**config.mk**
```make
export PLATFORM = sky130hd
export DESIGN_NAME = player_state_controller
export DESIGN_NICKNAME = d
export VERILOG_FILES = /design/src/rtl/player_state_controller.sv
export SDC_FILE = /design/constraint.sdc
export NUM_CORES = 1
export LEC_CHECK = 0
export ABC_AREA = 1
export ABC_CLOCK_PERIOD_IN_PS = 2800
export BUFFER_PORTS_ARGS = -buffer_cell sky130_fd_sc_hd__buf_2
export CAP_MARGIN = 20
export CORE_MARGIN = 1
export CORE_UTILIZATION = 35
export CTS_CLUSTER_SIZE = 40
export DETAILED_ROUTE_END_ITERATION = 7
export PLACE_DENSITY = 0.7
export SLEW_MARGIN = 10
export SYNTH_ARGS = -nofsm -noshare
export SYNTH_HDL_FRONTEND = slang
export SYNTH_SLANG_ARGS = --single-unit
```
**constraint.sdc**
```tcl
create_clock -name clock_i -period 2.8 [get_ports clock_i]
set_input_delay 0.14 -clock clock_i [delete_from_list [all_inputs] [get_ports clock_i]]
set_output_delay 0.14 -clock clock_i [all_outputs]
set_load 0.05 [all_outputs]
```
**src/rtl/player_state_controller.sv**
```systemverilog
// player_state_controller: sequences one updater request per frame and commits its result; PLAYER_TIMEOUT_EN adds a watchdog on the updater wait.
module player_state_controller #(
  parameter logic [13:0] START_X        = 14'd384,
  parameter logic [12:0] START_Y        = 13'd384,
  parameter logic [7:0]  START_ANGLE    = 8'd0,
  parameter int unsigned TIMEOUT_CYCLES = 1023
) (
  input  logic        clock_i,
  input  logic        reset_i,
  input  logic        frame_tick_i,
  output logic        upd_start_o,
  input  logic        upd_done_i,
  input  logic [13:0] next_pos_x_i,
  input  logic [12:0] next_pos_y_i,
  input  logic [7:0]  next_angle_i,
  output logic [13:0] cur_pos_x_o,
  output logic [12:0] cur_pos_y_o,
  output logic [7:0]  cur_angle_o,
  output logic        pos_valid_o,
  output logic        overrun_o,
  output logic        timeout_o,
  output logic [15:0] frame_count_o
);
  typedef enum logic [1:0] {IDLE, START, WAIT} state_t;
  state_t      state_q;
  logic [13:0] x_q;
  logic [12:0] y_q;
  logic [7:0]  a_q;
  logic [15:0] fc_q;
  logic        ovr_q;
`ifdef PLAYER_TIMEOUT_EN
  localparam int WD_W = $clog2(TIMEOUT_CYCLES + 1);
  logic [WD_W-1:0] wd_q;
  logic            to_q;
  assign timeout_o = to_q;
`else
  assign timeout_o = 1'b0;
`endif
  assign upd_start_o   = state_q == START;
  assign pos_valid_o   = state_q == IDLE;
  assign cur_pos_x_o   = x_q;
  assign cur_pos_y_o   = y_q;
  assign cur_angle_o   = a_q;
  assign overrun_o     = ovr_q;
  assign frame_count_o = fc_q;
  always_ff @(posedge clock_i) begin
    if (!reset_i) begin
      state_q <= IDLE;
      x_q     <= START_X;
      y_q     <= START_Y;
      a_q     <= START_ANGLE;
      fc_q    <= '0;
      ovr_q   <= 1'b0;
`ifdef PLAYER_TIMEOUT_EN
      wd_q    <= '0;
      to_q    <= 1'b0;
`endif
    end else begin
      // a tick seen anywhere but IDLE is dropped, never queued
      if (frame_tick_i && state_q != IDLE) ovr_q <= 1'b1;
      case (state_q)
        IDLE: if (frame_tick_i) state_q <= START;
        START: begin
          state_q <= WAIT;
`ifdef PLAYER_TIMEOUT_EN
          wd_q    <= '0;
`endif
        end
        WAIT: begin
          if (upd_done_i) begin
            x_q     <= next_pos_x_i;
            y_q     <= next_pos_y_i;
            a_q     <= next_angle_i;
            fc_q    <= fc_q + 16'd1;
            state_q <= IDLE;
          end
`ifdef PLAYER_TIMEOUT_EN
          // commit above takes priority over expiry on the same cycle
          else if (wd_q == WD_W'(TIMEOUT_CYCLES - 1)) begin
            state_q <= IDLE;
            to_q    <= 1'b1;
          end else wd_q <= wd_q + 1'b1;
`endif
        end
        default: state_q <= IDLE;
      endcase
    end
  end
endmodule

```
## After elaboration in Yosys (flattened, before gate mapping)

Index checks and enable logic that the tools add are counted.

| storage, ports and cells | value |
|---|---|
| logic and storage cells | 19 |
| output and inout bits | 55 |
| register bits after elaboration | 54 |
| input port bits | 39 |

| cells by class | value |
|---|---|
| equal/unequal tests | 4 |
| add/subtract/negate cells | 1 |
| reduce and logical (&&, ||, !) cells | 5 |
| mux-type cells | 3 |

Operators with widths:

| operator | number |
|---|---|
| adder 16 x 1 -> 16 bit (second input constant) | 1 |
| one-hot mux 2 bit (3 select lines) | 1 |
| 2-to-1 mux 2 bit | 2 |
| inequality test 2 bit (second input constant) | 2 |
| AND reduction 2 bit | 2 |
| equality test 2 x 1 -> 1 bit (second input constant) | 1 |
| equality test 2 bit (second input constant) | 1 |
| logical NOT 2 bit | 1 |
| nonzero test 2 bit | 1 |
| logical AND 1 bit | 1 |

## Logic depth before layout (Yosys ltp)

Gate-level depths: netlist (run 1).

| depth | value |
|---|---|
| depth after elaboration | 3 |
| gate-level depth with buffers | 8 |
| mapped depth without buffers | 8 |

## Worst setup path before layout (run 1)

No wires, ideal clock.

| path | value |
|---|---|
| path kind | register to register |
| from | register fc_q[0], in the netlist frame_count_o[0] |
| to | register fc_q[6], in the netlist frame_count_o[6] |
| setup slack | 1,177 ps |
| setup time | 129 ps |
| data required time | 2,671 ps |
| cell stages (with the launch flop) | 7 |
| data arrival time | 1,494 ps |
| path buffers | 0 |
| period minus slack after synthesis | 1,623 ps |
| cell sequence | dfxtp_1 -> ha_1 -> nand3_1 -> nor2_2 -> nand2_1 -> xor2_1 -> nor2_1 |

| between the ends | value |
|---|---|
| word-level cells in the longest chain between the ends | 1 |

Ends and longest elaborated chain:

| what | line | text |
|---|---|---|
| from (decl) | 29 | `logic [15:0] fc_q;` |
| from (signal assigned) | 74 | `fc_q <= fc_q + 16'd1;` |
| adder 16 x 1 -> 16 bit | 74 |  |

No other way between the ends.
A chain may end at the register's enable or synchronous reset.

## Worst setup path in the final report (run 1)

| path | value |
|---|---|
| from | register state_q[1] |
| to | register fc_q[5], in the netlist frame_count_o[5] |

| between the ends | value |
|---|---|
| word-level cells in the longest chain between the ends | 2 |

Ends and longest elaborated chain:

| what | line | text |
|---|---|---|
| from (decl) | 25 | `state_t state_q;` |
| from (signal assigned) | 48 | `state_q <= IDLE;` |
| from (signal assigned) | 62 | `IDLE: if (frame_tick_i) state_q <= START;` |
| from (signal assigned) | 64 | `state_q <= WAIT;` |
| equality test 2 bit | 61 | `case (state_q)` |
| AND reduction 2 bit (no source line) | n/a |  |

No other way between the ends.

==> results.md, run 1 <==
- Setup total negative slack on the finished layout was measured at 0 ns.
- The number of buffers and inverters on the critical path is 1.
- TritonCTS built the clock tree.
- The via count of the first global-routing pass is 1854.
- The wire length reported by the detailed router is 5120 um.
- The completed layout was analyzed and its total power is 1.39 mW.
- At the worst endpoint, the required time is 3.00 ns.
- Routability-driven placement finished with a final weighted congestion of 0.787.
- The fraction of synthesized cell area in xor and xnor cells is 0.803%.
- The number of buffers created by CTS is 5.
- In the synthesized netlist, mux cells make up 0% of the area.
- The global-route layer with the greatest usage is met2.
- From synthesis to final layout, the design area changed by 26.2%.
- From left edge to right edge, the die measures 80.9 um.
- The cell family contributing the most delay on the critical path is simple AND/OR/NAND/NOR gates.
- The number of max-slew violations in the final report is 0.
- The most common library cell in the layout ignoring fill and taps is sky130_fd_sc_hd__nand2_1.
- 94 I/O pins were placed.
- By area, the combinational part of the netlist is dominated by simple AND/OR/NAND/NOR gates.
- Setup violations remaining at the end of the flow were counted as 0.
- The net count after synthesis is 339.
- The critical path in this run is classified as reg -> reg.
- The post-synthesis cell type count is 23.
- The hold slack is 0.0296 ns.
- The remaining antenna violation count is 0.
- The total global-route track usage is 15.9%.
- On the worst path, the slowest cell contributes a delay of 0.42 ns.
- Of the total synthesized cell area, the portion taken by full adders, half adders and majority gates is 0.574%.
- For this design, the sink count on the clock tree is 54.
- The detail-routed net length per standard cell is 11.1 um.
- The starting density of the core is 36.6%.
- The total core area is 5960 um^2.
- The worst voltage drop across the vdd grid is 0.295 mV.
- The flow ran to the end, and the final reports show no timing, DRC or antenna violations.
- The global-route wire length before repair is 8140 um.
- The routed via count is 2144.
- The average cell area after synthesis is 7.29 um^2.
- The fraction of layout cells with a size suffix above 1 is 28.2%.
- The root buffer cell is sky130_fd_sc_hd__clkbuf_8.
- The detailed-route DRC error count is 0.
- The arrival time at the worst endpoint is 1.88 ns.
- The worst slack after detailed placement is 1.13 ns.
- The synthesized-area fraction occupied by and/or/nand/nor cells is 32.3%.
- The max-slew headroom at the worst pin is 57.7%.
- The number of rows created at floorplan is 28.
- In the routed layout, each cell is associated on average with a via count of 4.65.
- The net count reported at finish is 425.
- The leakage power of the design is 1.25 nW.
- Traced cell by cell, the critical path runs through nand3_2 -> buf_4 -> nor2_1 -> nand2_1 -> o21ai_0 -> a21oi_1.
- In this run the worst path has a maximum fanout of 27.
- The cell area after placement is 2660 um^2.
- The number of buffers between clock root and the deepest sink is 2.
- Setup repair after global routing left no endpoint under its margin.
- The number of antenna violations at the first check in global routing is 0.
- The detailed router finished its first iteration with 103 violations.
- The gate count of the mapped netlist is 299.
- For this run, the top clock speed supported by timing is 597 MHz.
- The class of the tightest hold or removal check is in -> reg.
- During placement, the flow inserted port buffers numbering 92.
- STA classifies the critical path startpoint as a flip-flop.
- The synthesized design contains 54 register bits.
- The later-pin clock latency in the skew report is 0.30 ns.
- The final critical path time including I/O delays and setup is 1.68 ns.
- The height of the chip is 80.9 um.
- Among all stages on the critical path, the largest delay is contributed by sky130_fd_sc_hd__dfxtp_1.
- The repair_antennas step left the layout with diodes totalling 0.
- In the finished design, the share of the clock period the worst path needs comes to 59.8%.
- Once detailed placement completed, the half-perimeter wirelength came to 3560 um.
- At the end of the flow the core is filled with cells to 46.2%.
- The met2 usage in global routing is 26.6%.
- The post-route worst setup slack is 1.12 ns.
- STA classifies the critical path endpoint as a flip-flop.
- The sequential cells in the finished layout cover a total of 1080 um^2.
- The met3 capacity usage during global routing is 4.83%.
- The routing usage on met1 is 19.4%.
- The final hold violation count came to 0.
- Once layout is done, the placed cells without fillers occupy 2750 um^2.
- The max-capacitance violation count is 0.
- The part of the Yosys area used for sequential elements is 49.6%.
- The measured slew at the worst slew-check pin is 0.633 ns.
- The hold-fix buffer count after cts is 0.
- The number of levels the H-tree was split into is 2.
- The cell area after technology mapping is 2180 um^2.
- Counting the fill cells in the layout gives 621.
- The number of placed instances, taps included, is 453.
- The pin count of the biggest net entering global routing is 46.
- The number of gates resized after CTS is 0.
- The clock transition at the registers of the reported paths is 0.10 ns.
- The floorplan step defined a die boundary enclosing 6550 um^2.
- Global routing finished with a remaining overflow of 0.
- The finished layout holds 461 standard cells, fillers aside.
- The post-CTS setup-driven buffer insertion count is 0.
- The number of detailed-route iterations in the first pass is 4.
- Dividing total power by cell area gives a power density of 504 nW/um^2.
- The Yosys step of the flow raised 0 warnings.
- The top cell types in the final layout, fill and taps aside, are sky130_fd_sc_hd__nand2_1, sky130_fd_sc_hd__buf_2, sky130_fd_sc_hd__dfxtp_1.
- The post-synthesis compound-gate area fraction is 9.87%.
- The clock arrives with 0.00731 ns of skew.
- The multi-input combinational cells in the finished layout cover a total of 953 um^2.
final timing paths:
path / startpoint / end / slack [ns] / depth (start not counted)
setup / recovery: state_q[1] / frame_count_o[5] / 1.12 / 6
hold / removal: next_pos_x_i[8] / cur_pos_x_o[8] / 0.03 / 3
setup reg to reg: state_q[1] / frame_count_o[5] / 1.12 / 6
hold reg to reg: overrun_o / overrun_o / 0.46 / 2
cell type report:
cell class	count	area share (%)
Clock buffer	7	3.14
Clock inverter	1	0.182
Inverter	17	2.32
Multi-Input combinational cell	214	34.7
Sequential cell	54	39.3
Tap cell	75	3.41
Timing Repair Buffer	93	17.0
metal layers:
metal	share of wire (%)	routed length, um	up-vias
met1	46	2360	951
li1	-	-	1122
met3	6.2	319	7
met2	46	2360	64
met5	0	0	-
met4	1.7	85	0
sequential cells by signal (all words and copies together) (netlist names):
name,count
cur_angle_o,8
frame_count_o,16
cur_pos_x_o,14
overrun_o,1
state_q,2
cur_pos_y_o,13
report_power, final:
group	internal [mW]	total (mW)	leakage (nW)	switching, mW
Clock	0.200	0.446	0.0482	0.246
Sequential	0.782	0.791	0.437	0.00852
Combinational	0.0424	0.149	0.770	0.107
cells in the mapped netlist, drive strengths merged:
master | instances | area [um^2]
nor3 | 2 | 10.0
ha | 1 | 12.5
inv | 17 | 63.8
o21ai | 3 | 15.0
buf | 13 | 78.8
nand3 | 14 | 75.1
a21oi | 37 | 185
o21a | 2 | 15.0
nand4 | 8 | 50.1
xor2 | 2 | 17.5
clkbuf | 1 | 3.75
nor2 | 37 | 163
conb | 1 | 3.75
nand2 | 107 | 407
dfxtp | 54 | 1080
cells by family (layout without fill, tap and decap cells):
group | count (synthesis) | in the layout
compound gates | 42 | 42
xor+xnor | 2 | 2
fa+ha+maj | 1 | 1
buf+inv | 31 | 118
flops | 54 | 54
other cells | 1 | 1
simple gates | 168 | 168
tightest hold or removal path: cells and delay by family:
family        cells  cell delay, ns
buf+inv           1            0.07
simple gates      2            0.09
Power figures use the tool's default switching activity.
==> inputs of run 2 (changes only) <==
--- a/config.mk
+++ b/config.mk
@@ -6,7 +6,7 @@
 export NUM_CORES = 1
 export LEC_CHECK = 0
 export ABC_AREA = 1
-export ABC_CLOCK_PERIOD_IN_PS = 2800
+export ABC_CLOCK_PERIOD_IN_PS = 1650
 export BUFFER_PORTS_ARGS = -buffer_cell sky130_fd_sc_hd__buf_2
 export CAP_MARGIN = 20
 export CORE_MARGIN = 1
==> constraint.sdc (replaced) <==
create_clock -name clock_i -period 1.65 [get_ports clock_i]
set_input_delay 0.0825 -clock clock_i [delete_from_list [all_inputs] [get_ports clock_i]]
set_output_delay 0.0825 -clock clock_i [all_outputs]
set_load 0.05 [all_outputs]
==> run 2 against run 1 <==
Via count is 1.6% higher. Critical endpoint is now frame_count_o[15]. Highest routed layer unchanged. Combinational power grew 82%. Utilization is 1.4 points higher. Total power up 68%. First-iteration DRC count grew 19%.
==> results.md, run 2 (synthesis results as in run 1) <==
- The run finished with clean final reports.
- The number of gates resized after CTS came to 0 (unchanged).
- The leakage power of the design is 1.29 nW (+2.5%).
- The clock sink count is 54 (unchanged).
- The detailed-route DRC error count is 0 (unchanged).
- The number of rows created at floorplan is 28 (unchanged).
- Leaving out fill and tap cells, the most frequent cell in the layout is sky130_fd_sc_hd__nand2_1.
- The net count reported at finish is 434 (+2.1%).
- The total global-route track usage is 16.6% (+0.64 points).
- The final hold violation count is 0 (unchanged).
- The post-detailed-route via-to-cell ratio is 4.64 (-0.15%).
- The library cells used most frequently in the layout, excluding fill and tap cells, are sky130_fd_sc_hd__nand2_1, sky130_fd_sc_hd__buf_2, sky130_fd_sc_hd__dfxtp_1.
- The root buffer cell is sky130_fd_sc_hd__clkbuf_8.
- The height of the chip is 80.9 um (unchanged).
- The hold slack is 0.00957 ns (-0.0200 ns).
- The overall power came to 2.33 mW (+68%).
- The count of input and output buffers is 92 (unchanged).
- The number of detailed-route iterations in the first pass was 4 (unchanged).
- Setup repair after global routing left no endpoint under its margin.
- Compared with the post-synthesis result, the final layout area differs by 29.9%.
- The die area is 6550 um^2 (unchanged).
- The DRC marker count from the first detailed-route iteration came to 123 (+19%).
- The number of inserted diodes is 0 (unchanged).
- The cell count of the worst reg-to-reg path was 7 (+1).
- The number of levels the H-tree was split into is 2 (unchanged).
- The starting density of the core came to 36.6% (unchanged).
- The setup TNS came to 0 ns (unchanged).
- The later-pin clock latency in the skew report is 0.30 ns (about the same).
- The share of the clock period used by the worst path is 81.8% (+22 points).
- The endpoint kind of the worst setup timing path is a flip-flop.
- The category of the worst setup path launch point is a flip-flop.
- The number of buffers between clock root and the deepest sink is 2 (unchanged).
- The required time at the worst-slack endpoint is 1.85 ns (-1.15 ns).
- The half-perimeter wire length of the detailed placement result was 3720 um (+4.5%).
- The worst voltage drop across the vdd grid is 0.335 mV (+14%).
- The via count of the first global-routing pass was 1967 (+6.1%).
- The detail-routed net length per standard cell was 10.8 um (-2.4%).
- The total core area is 5960 um^2 (unchanged).
- The number of instances on the worst hold path came to 3 (unchanged).
- The arrival time at the worst endpoint came to 1.55 ns (-0.33 ns).
- The global-route wire length before repair is 8600 um (+5.7%).
- The flip-flop count of the largest register, all copies and words added is 16 (unchanged).
- The CTS tree is built.
- The final global-route overflow total was 0 (unchanged).
- The power density over the cells is 823 nW/um^2 (+63%).
- The max-capacitance violation count came to 0 (unchanged).
- The number of max-slew violations in the final report is 0 (unchanged).
- The routed via count was 2178 (+1.6%).
- The remaining antenna violation count is 0 (unchanged).
- The fraction of layout cells with a size suffix above 1 is 28.9% (+0.70 points).
- The wire length reported by the detailed router came to 5080 um (-0.70%).
- The largest clock skew in the final design came to 0.0102 ns (+0.00287 ns).
- The pin count of the biggest net entering global routing was 26 (-43%).
- The fmax is 741 MHz (+24%).
- The final weighted congestion of routability-driven global placement came to 0.818 (+4.0%).
- The biggest fanout along the worst timing path was 22 (-19%).
- The final setup violation count is 0 (unchanged).
- The class of the tightest hold or removal check is in -> reg.
- The final critical path time including I/O delays and setup is 1.35 ns (-0.325 ns).
- The clock transition at the registers of the reported paths is 0.10 ns (about the same).
- The number of antenna violations at the first check in global routing came to 0 (unchanged).
- The number of placed I/O pins is 94 (unchanged).
- The number of buffers created by CTS is 5 (unchanged).
- The horizontal die dimension is 80.9 um (unchanged).
- The worst setup path is of the reg -> reg kind.
[run 2: cell count changes in the layout (fill, tap and decap cells not counted), sizes merged]
cell,delta
buf,+5
clkbuf,-2
clkinv,-1
clkinvlp,+2
dlygate4sd3,+4
[run 2: metrics by stage]
| step | instances | setup WS [ns] | instance area [um^2] | utilization (%) |
|---|---|---|---|---|
| after detailed placement | 458 | 0.311 | 2710 | 45.5 |
| after floorplan | 299 | 0.0274 | 2180 | - |
| final | 469 | 0.300 | 2830 | 47.6 |
| after global placement | 458 | 0.358 | 2710 | 45.5 |
| after CTS | 469 | 0.294 | 2830 | 47.6 |
| after global routing | 469 | 0.120 | 2830 | 47.6 |
[run 2: final cells by class]
cell class | instances | area [um^2]
clock buffer | 5 | 68.8
clock inverter | 2 | 15.0
fill | 630 | 3120
inverter | 17 | 63.8
multi-input combinational | 214 | 953
sequential | 54 | 1080
tap | 75 | 93.8
timing repair buffer | 102 | 558
[run 2: what timing repair did]
action / 4_1_cts / 5_1_grt
buffers inserted: 0 / 0
endpoints found under the hold margin: 4 / 0
hold buffers: 4 / 0
setup endpoints to repair: 0 / 0
[run 2: power breakdown]
part           internal, mW  switching [mW]  total (mW)  leakage [nW]
logic                0.0863           0.184       0.271         0.813
registers              1.33          0.0142        1.34         0.437
clock network         0.291           0.430       0.720        0.0362
total                  1.70           0.628        2.33          1.29
[run 2: layer usage]
layer	global-route usage [%]	part of all wire, %	vias up
li1	-	-	1134
met1	20.2	46	975
met2	28.9	47	64
met3	3.71	5.7	5
met4	4.82	0.85	0
met5	0	0	-
[run 2: critical path, cell delays in order, from the launching register on]
cell                      delay, ns
sky130_fd_sc_hd__dfxtp_1       0.42
sky130_fd_sc_hd__nand2_2       0.13
sky130_fd_sc_hd__nor2_8        0.29
sky130_fd_sc_hd__nand2_1       0.09
sky130_fd_sc_hd__nor2_1        0.13
sky130_fd_sc_hd__nand3_1       0.08
sky130_fd_sc_hd__nand2_1       0.07
sky130_fd_sc_hd__nor2_1        0.04
[run 2: final timing paths]
check,startpoint,slack (ns),end
setup / recovery,state_q[1],0.30,frame_count_o[15]
hold / removal,next_pos_x_i[6],0.01,cur_pos_x_o[6]
setup reg to reg,state_q[1],0.30,frame_count_o[15]
hold reg to reg,overrun_o,0.46,overrun_o
==> inputs of run 3 (changes only) <==
--- a/config.mk
+++ b/config.mk
@@ -5,15 +5,15 @@
 export SDC_FILE = /design/constraint.sdc
 export NUM_CORES = 1
 export LEC_CHECK = 0
-export ABC_AREA = 1
-export ABC_CLOCK_PERIOD_IN_PS = 1650
+export ABC_AREA = 0
+export ABC_CLOCK_PERIOD_IN_PS = 1100
 export BUFFER_PORTS_ARGS = -buffer_cell sky130_fd_sc_hd__buf_2
 export CAP_MARGIN = 20
 export CORE_MARGIN = 1
 export CORE_UTILIZATION = 35
 export CTS_CLUSTER_SIZE = 40
 export DETAILED_ROUTE_END_ITERATION = 7
-export PLACE_DENSITY = 0.7
+export PLACE_DENSITY = 0.73
 export SLEW_MARGIN = 10
 export SYNTH_ARGS = -nofsm -noshare
 export SYNTH_HDL_FRONTEND = slang
==> constraint.sdc (replaced) <==
create_clock -name clock_i -period 1.1 [get_ports clock_i]
set_input_delay 0.055 -clock clock_i [delete_from_list [all_inputs] [get_ports clock_i]]
set_output_delay 0.055 -clock clock_i [all_outputs]
set_load 0.05 [all_outputs]
==> run 3 against run 2 <==
The run now ends with negative setup slack left. Highest routed layer unchanged. Maximum frequency decreased by 1.3%. Wire length up 38%. Cell area up 36%. Clock skew decreased by 0.0035 ns. Largest power group unchanged. Utilization increased by 22 points.
==> results.md, run 3 <==
- The flow ran to the end, but the final reports show violations.
- The final reports fail on negative setup slack.
- The number of flops mapped to enable cells by yosys is 0 (unchanged).
- The biggest fanout along the worst timing path came to 3 (-86%).
- The gate count of the mapped netlist was 255 (-15%).
- The worst voltage drop across the vdd grid is 0.786 mV (+130%).
- The height of the chip came to 78.7 um (-2.7%).
- The number of levels the H-tree was split into is 2 (unchanged).
- The commonest cells after synthesis are sky130_fd_sc_hd__nand2_1, sky130_fd_sc_hd__dfxtp_1, sky130_fd_sc_hd__a21oi_1, sky130_fd_sc_hd__nor2_1, sky130_fd_sc_hd__nand3_1.
- The beginning of the critical path is frame_count_o[1].
- The final global-route overflow total is 0 (unchanged).
- The wire length reported by the detailed router was 7030 um (+38%).
- The starting density of the core was 37.0% (+0.35 points).
- The critical path endpoint is frame_count_o[10].
- The worst setup path is launched from a flip-flop.
- The largest clock skew in the final design came to 0.00670 ns (-0.00348 ns).
- The post-route worst setup slack is -0.267 ns (-0.567 ns).
- The number of antenna violations at the first check in global routing was 0 (unchanged).
- The most common library cell in the layout ignoring fill and taps is sky130_fd_sc_hd__buf_2.
- The CTS tree is built.
- The DRC marker count from the first detailed-route iteration was 110 (-11%).
- The half-perimeter wire length of the detailed placement result is 3810 um (+2.3%).
- The total of flip-flops plus latches after synthesis is 54 (unchanged).
- The net count reported at finish was 466 (+7.4%).
- STA classifies the critical path endpoint as a flip-flop.
- The number of inserted diodes is 0 (unchanged).
- The total core area came to 5570 um^2 (-6.4%).
- The origin of the critical flop-to-flop path is frame_count_o[1].
- The die area is 6200 um^2 (-5.4%).
- The cell area after technology mapping is 2060 um^2 (-5.5%).
- The pin count of the biggest net entering global routing is 37 (+42%).
- The top-area cell type share of the netlist area is 52.5% (+2.9 points).
- The clock sink count is 54 (unchanged).
- The horizontal die dimension is 78.7 um (-2.7%).
- The arrival time at the worst endpoint came to 1.56 ns (about the same).
- The endpoint identified for the worst register-to-register timing path is frame_count_o[10].
- The power density over the cells was 987 nW/um^2 (+20%).
- The largest individual stage delay along the critical path comes from the cell sky130_fd_sc_hd__dfxtp_4.
- The number of placed I/O pins is 94 (unchanged).
- The clock transition at the registers of the reported paths was 0.10 ns (about the same).
- Among all flip-flop cells after synthesis, the most frequent one is sky130_fd_sc_hd__dfxtp_1.
- The max-capacitance violation count is 0 (unchanged).
- The count of input and output buffers was 92 (unchanged).
- The fraction of layout cells with a size suffix above 1 came to 47.3% (+18 points).
- The leakage power of the design is 1.78 nW (+38%).
- The total global-route track usage is 21.0% (+4.4 points).
- The warning count from the yosys run is 0 (unchanged).
- The via count of the first global-routing pass is 2279 (+16%).
- The final weighted congestion of routability-driven global placement is 0.843 (+3.0%).
- The startpoint of the tightest hold check path is reset_i.
- Among all cell types in the netlist, the one instantiated most often is sky130_fd_sc_hd__nand2_1.
- The delay of the slowest cell on the worst path was 0.37 ns (-0.05 ns).
- The root buffer cell is sky130_fd_sc_hd__clkbuf_8.
- The final setup violation count was 54 (+54).
- The average cell area after synthesis is 8.08 um^2 (+11%).
- The post-detailed-route via-to-cell ratio was 4.81 (+3.6%).
- The fmax is 731 MHz (-1.3%).
- In the post-synthesis netlist, the biggest area contributors are sky130_fd_sc_hd__dfxtp_1, sky130_fd_sc_hd__nand2_1, sky130_fd_sc_hd__a21oi_1.
- The routed via count was 2400 (+10%).
- The remaining antenna violation count was 0 (unchanged).
- The part of the Yosys area used for sequential elements is 52.5% (+2.9 points).
- The cell count of the worst reg-to-reg path is 6 (-1).
- The detailed-route DRC error count is 0 (unchanged).
- The flip-flop count of the largest register, all copies and words added was 16 (unchanged).
- The number of buffers created by CTS came to 5 (unchanged).
- The required time at the worst-slack endpoint was 1.29 ns (-0.56 ns).
- The share of the clock period used by the worst path was 124% (+42 points).
- The post-synthesis cell type count came to 33 (+43%).
- The worst hold path belongs to the class in -> reg.
- The number of buffers between clock root and the deepest sink came to 2 (unchanged).
- The net count after synthesis is 295 (-13%).
- The global-route wire length before repair was 10200 um (+19%).
- Of all cell types, the one taking the most synthesized area is sky130_fd_sc_hd__dfxtp_1.
- The share of synthesized flip-flops with an asynchronous set or reset is 0% (unchanged).
- The utilization of the core after routing came to 69.3% (+22 points).
- The number of detailed-route iterations in the first pass is 4 (unchanged).
- The class of the most critical setup path is reg -> reg.
- The number of rows created at floorplan was 27 (-3.6%).
- Walking the worst path, the cells encountered are ha_4 -> nand4b_1 -> buf_4 -> nor4_4 -> xnor2_1 -> nor2_1.
- Setup repair after global routing could not meet its margin everywhere.
- The area growth from synthesis to layout is 87.6%.
- The later-pin clock latency in the skew report came to 0.30 ns (about the same).
- The worst slack after detailed placement is -0.307 ns (-0.618 ns).
- The detail-routed net length per standard cell is 14.1 um (+30%).
- The slack of the worst reg-to-reg path was -0.27 ns (-0.57 ns).
- The top cell types in the final layout, fill and taps aside, are sky130_fd_sc_hd__buf_2, sky130_fd_sc_hd__nand2_1, sky130_fd_sc_hd__buf_4.
- The final hold violation count is 0 (unchanged).
- The final critical path time including I/O delays and setup is 1.37 ns (+0.0174 ns).
- The number of max-slew violations in the final report was 0 (unchanged).
[run 3: worst min-delay path by stage]
stage | cells past startpoint | endpoint | slack [ns]
floorplan | 2 | cur_pos_x_o[7] | 0.18
global route | 2 | cur_pos_x_o[8] | 0.06
global placement | 3 | cur_pos_y_o[7] | 0.26
finish | 2 | cur_pos_x_o[8] | 0.06
detailed placement | 3 | cur_pos_y_o[7] | 0.28
CTS | 2 | cur_pos_x_o[8] | 0.05
[run 3: cell type report]
class,instances,area (um^2)
multi-input combinational,179,1140
tap,72,90.1
timing repair buffer,178,1370
clock buffer,8,101
sequential,54,1130
inverter,8,30.0
fill,436,1710
[run 3: where the power goes]
part / internal (mW) / switching (mW)
logic: 0.278 / 0.327
clock network: 0.591 / 0.638
registers: 1.96 / 0.0211
total: 2.83 / 0.986
[run 3: repair_timing]
action	in CTS	in global routing
hold endpoints to repair	36	0
setup endpoints to repair	58	60
cloned	1	2
resized for setup	37	41
hold buffers	36	0
buffers inserted	9	5
pin swaps	9	18
[run 3: routing by layer]
layer  vias up  share of wire [%]  global-route usage (%)
met1      1126                 42                    24.4
met5         -                  0                       0
li1       1175                  -                       -
met2        82                 52                    37.8
met4         0                1.9                    6.11
met3        17                5.0                    4.94
[run 3: worst max-delay path: cells and delay by family, from the launching register on]
family | cells | cell delay, ns
adder cells (fa/ha/maj) | 1 | 0.13
buffers and inverters | 1 | 0.22
flip-flops | 1 | 0.37
AND/OR/NAND/NOR | 3 | 0.38
XOR/XNOR | 1 | 0.15
[run 3: per-stage QoR]
step / std cells / total power [mW] / setup TNS [ns] / hold slack [ns] / area, um^2
final: 499 / 3.82 / -8.71 / 0.0572 / 3860
after global routing: 499 / 3.94 / -11.62 / 0.0600 / 3860
after CTS: 492 / 3.80 / -7.70 / 0.0491 / 3610
after detailed placement: 438 / 2.42 / -10.16 / 0.279 / 2890
after global placement: 438 / 2.42 / -9.32 / 0.265 / 2890
after floorplan: 255 / 2.28 / -2.92 / 0.179 / 2180
[run 3: logic make-up after synthesis]
kind of cell | after synthesis | share of synthesized area [%]
DFF | 54 | 52.5
buffers and inverters | 22 | 4.43
muxes | 3 | 1.46
and+or+nand+nor | 125 | 27.1
other | 1 | 0.182
adders and majority gates | 1 | 0.607
xor gates and xnor gates | 9 | 3.83
AOI/OAI and AO/OA | 40 | 9.96
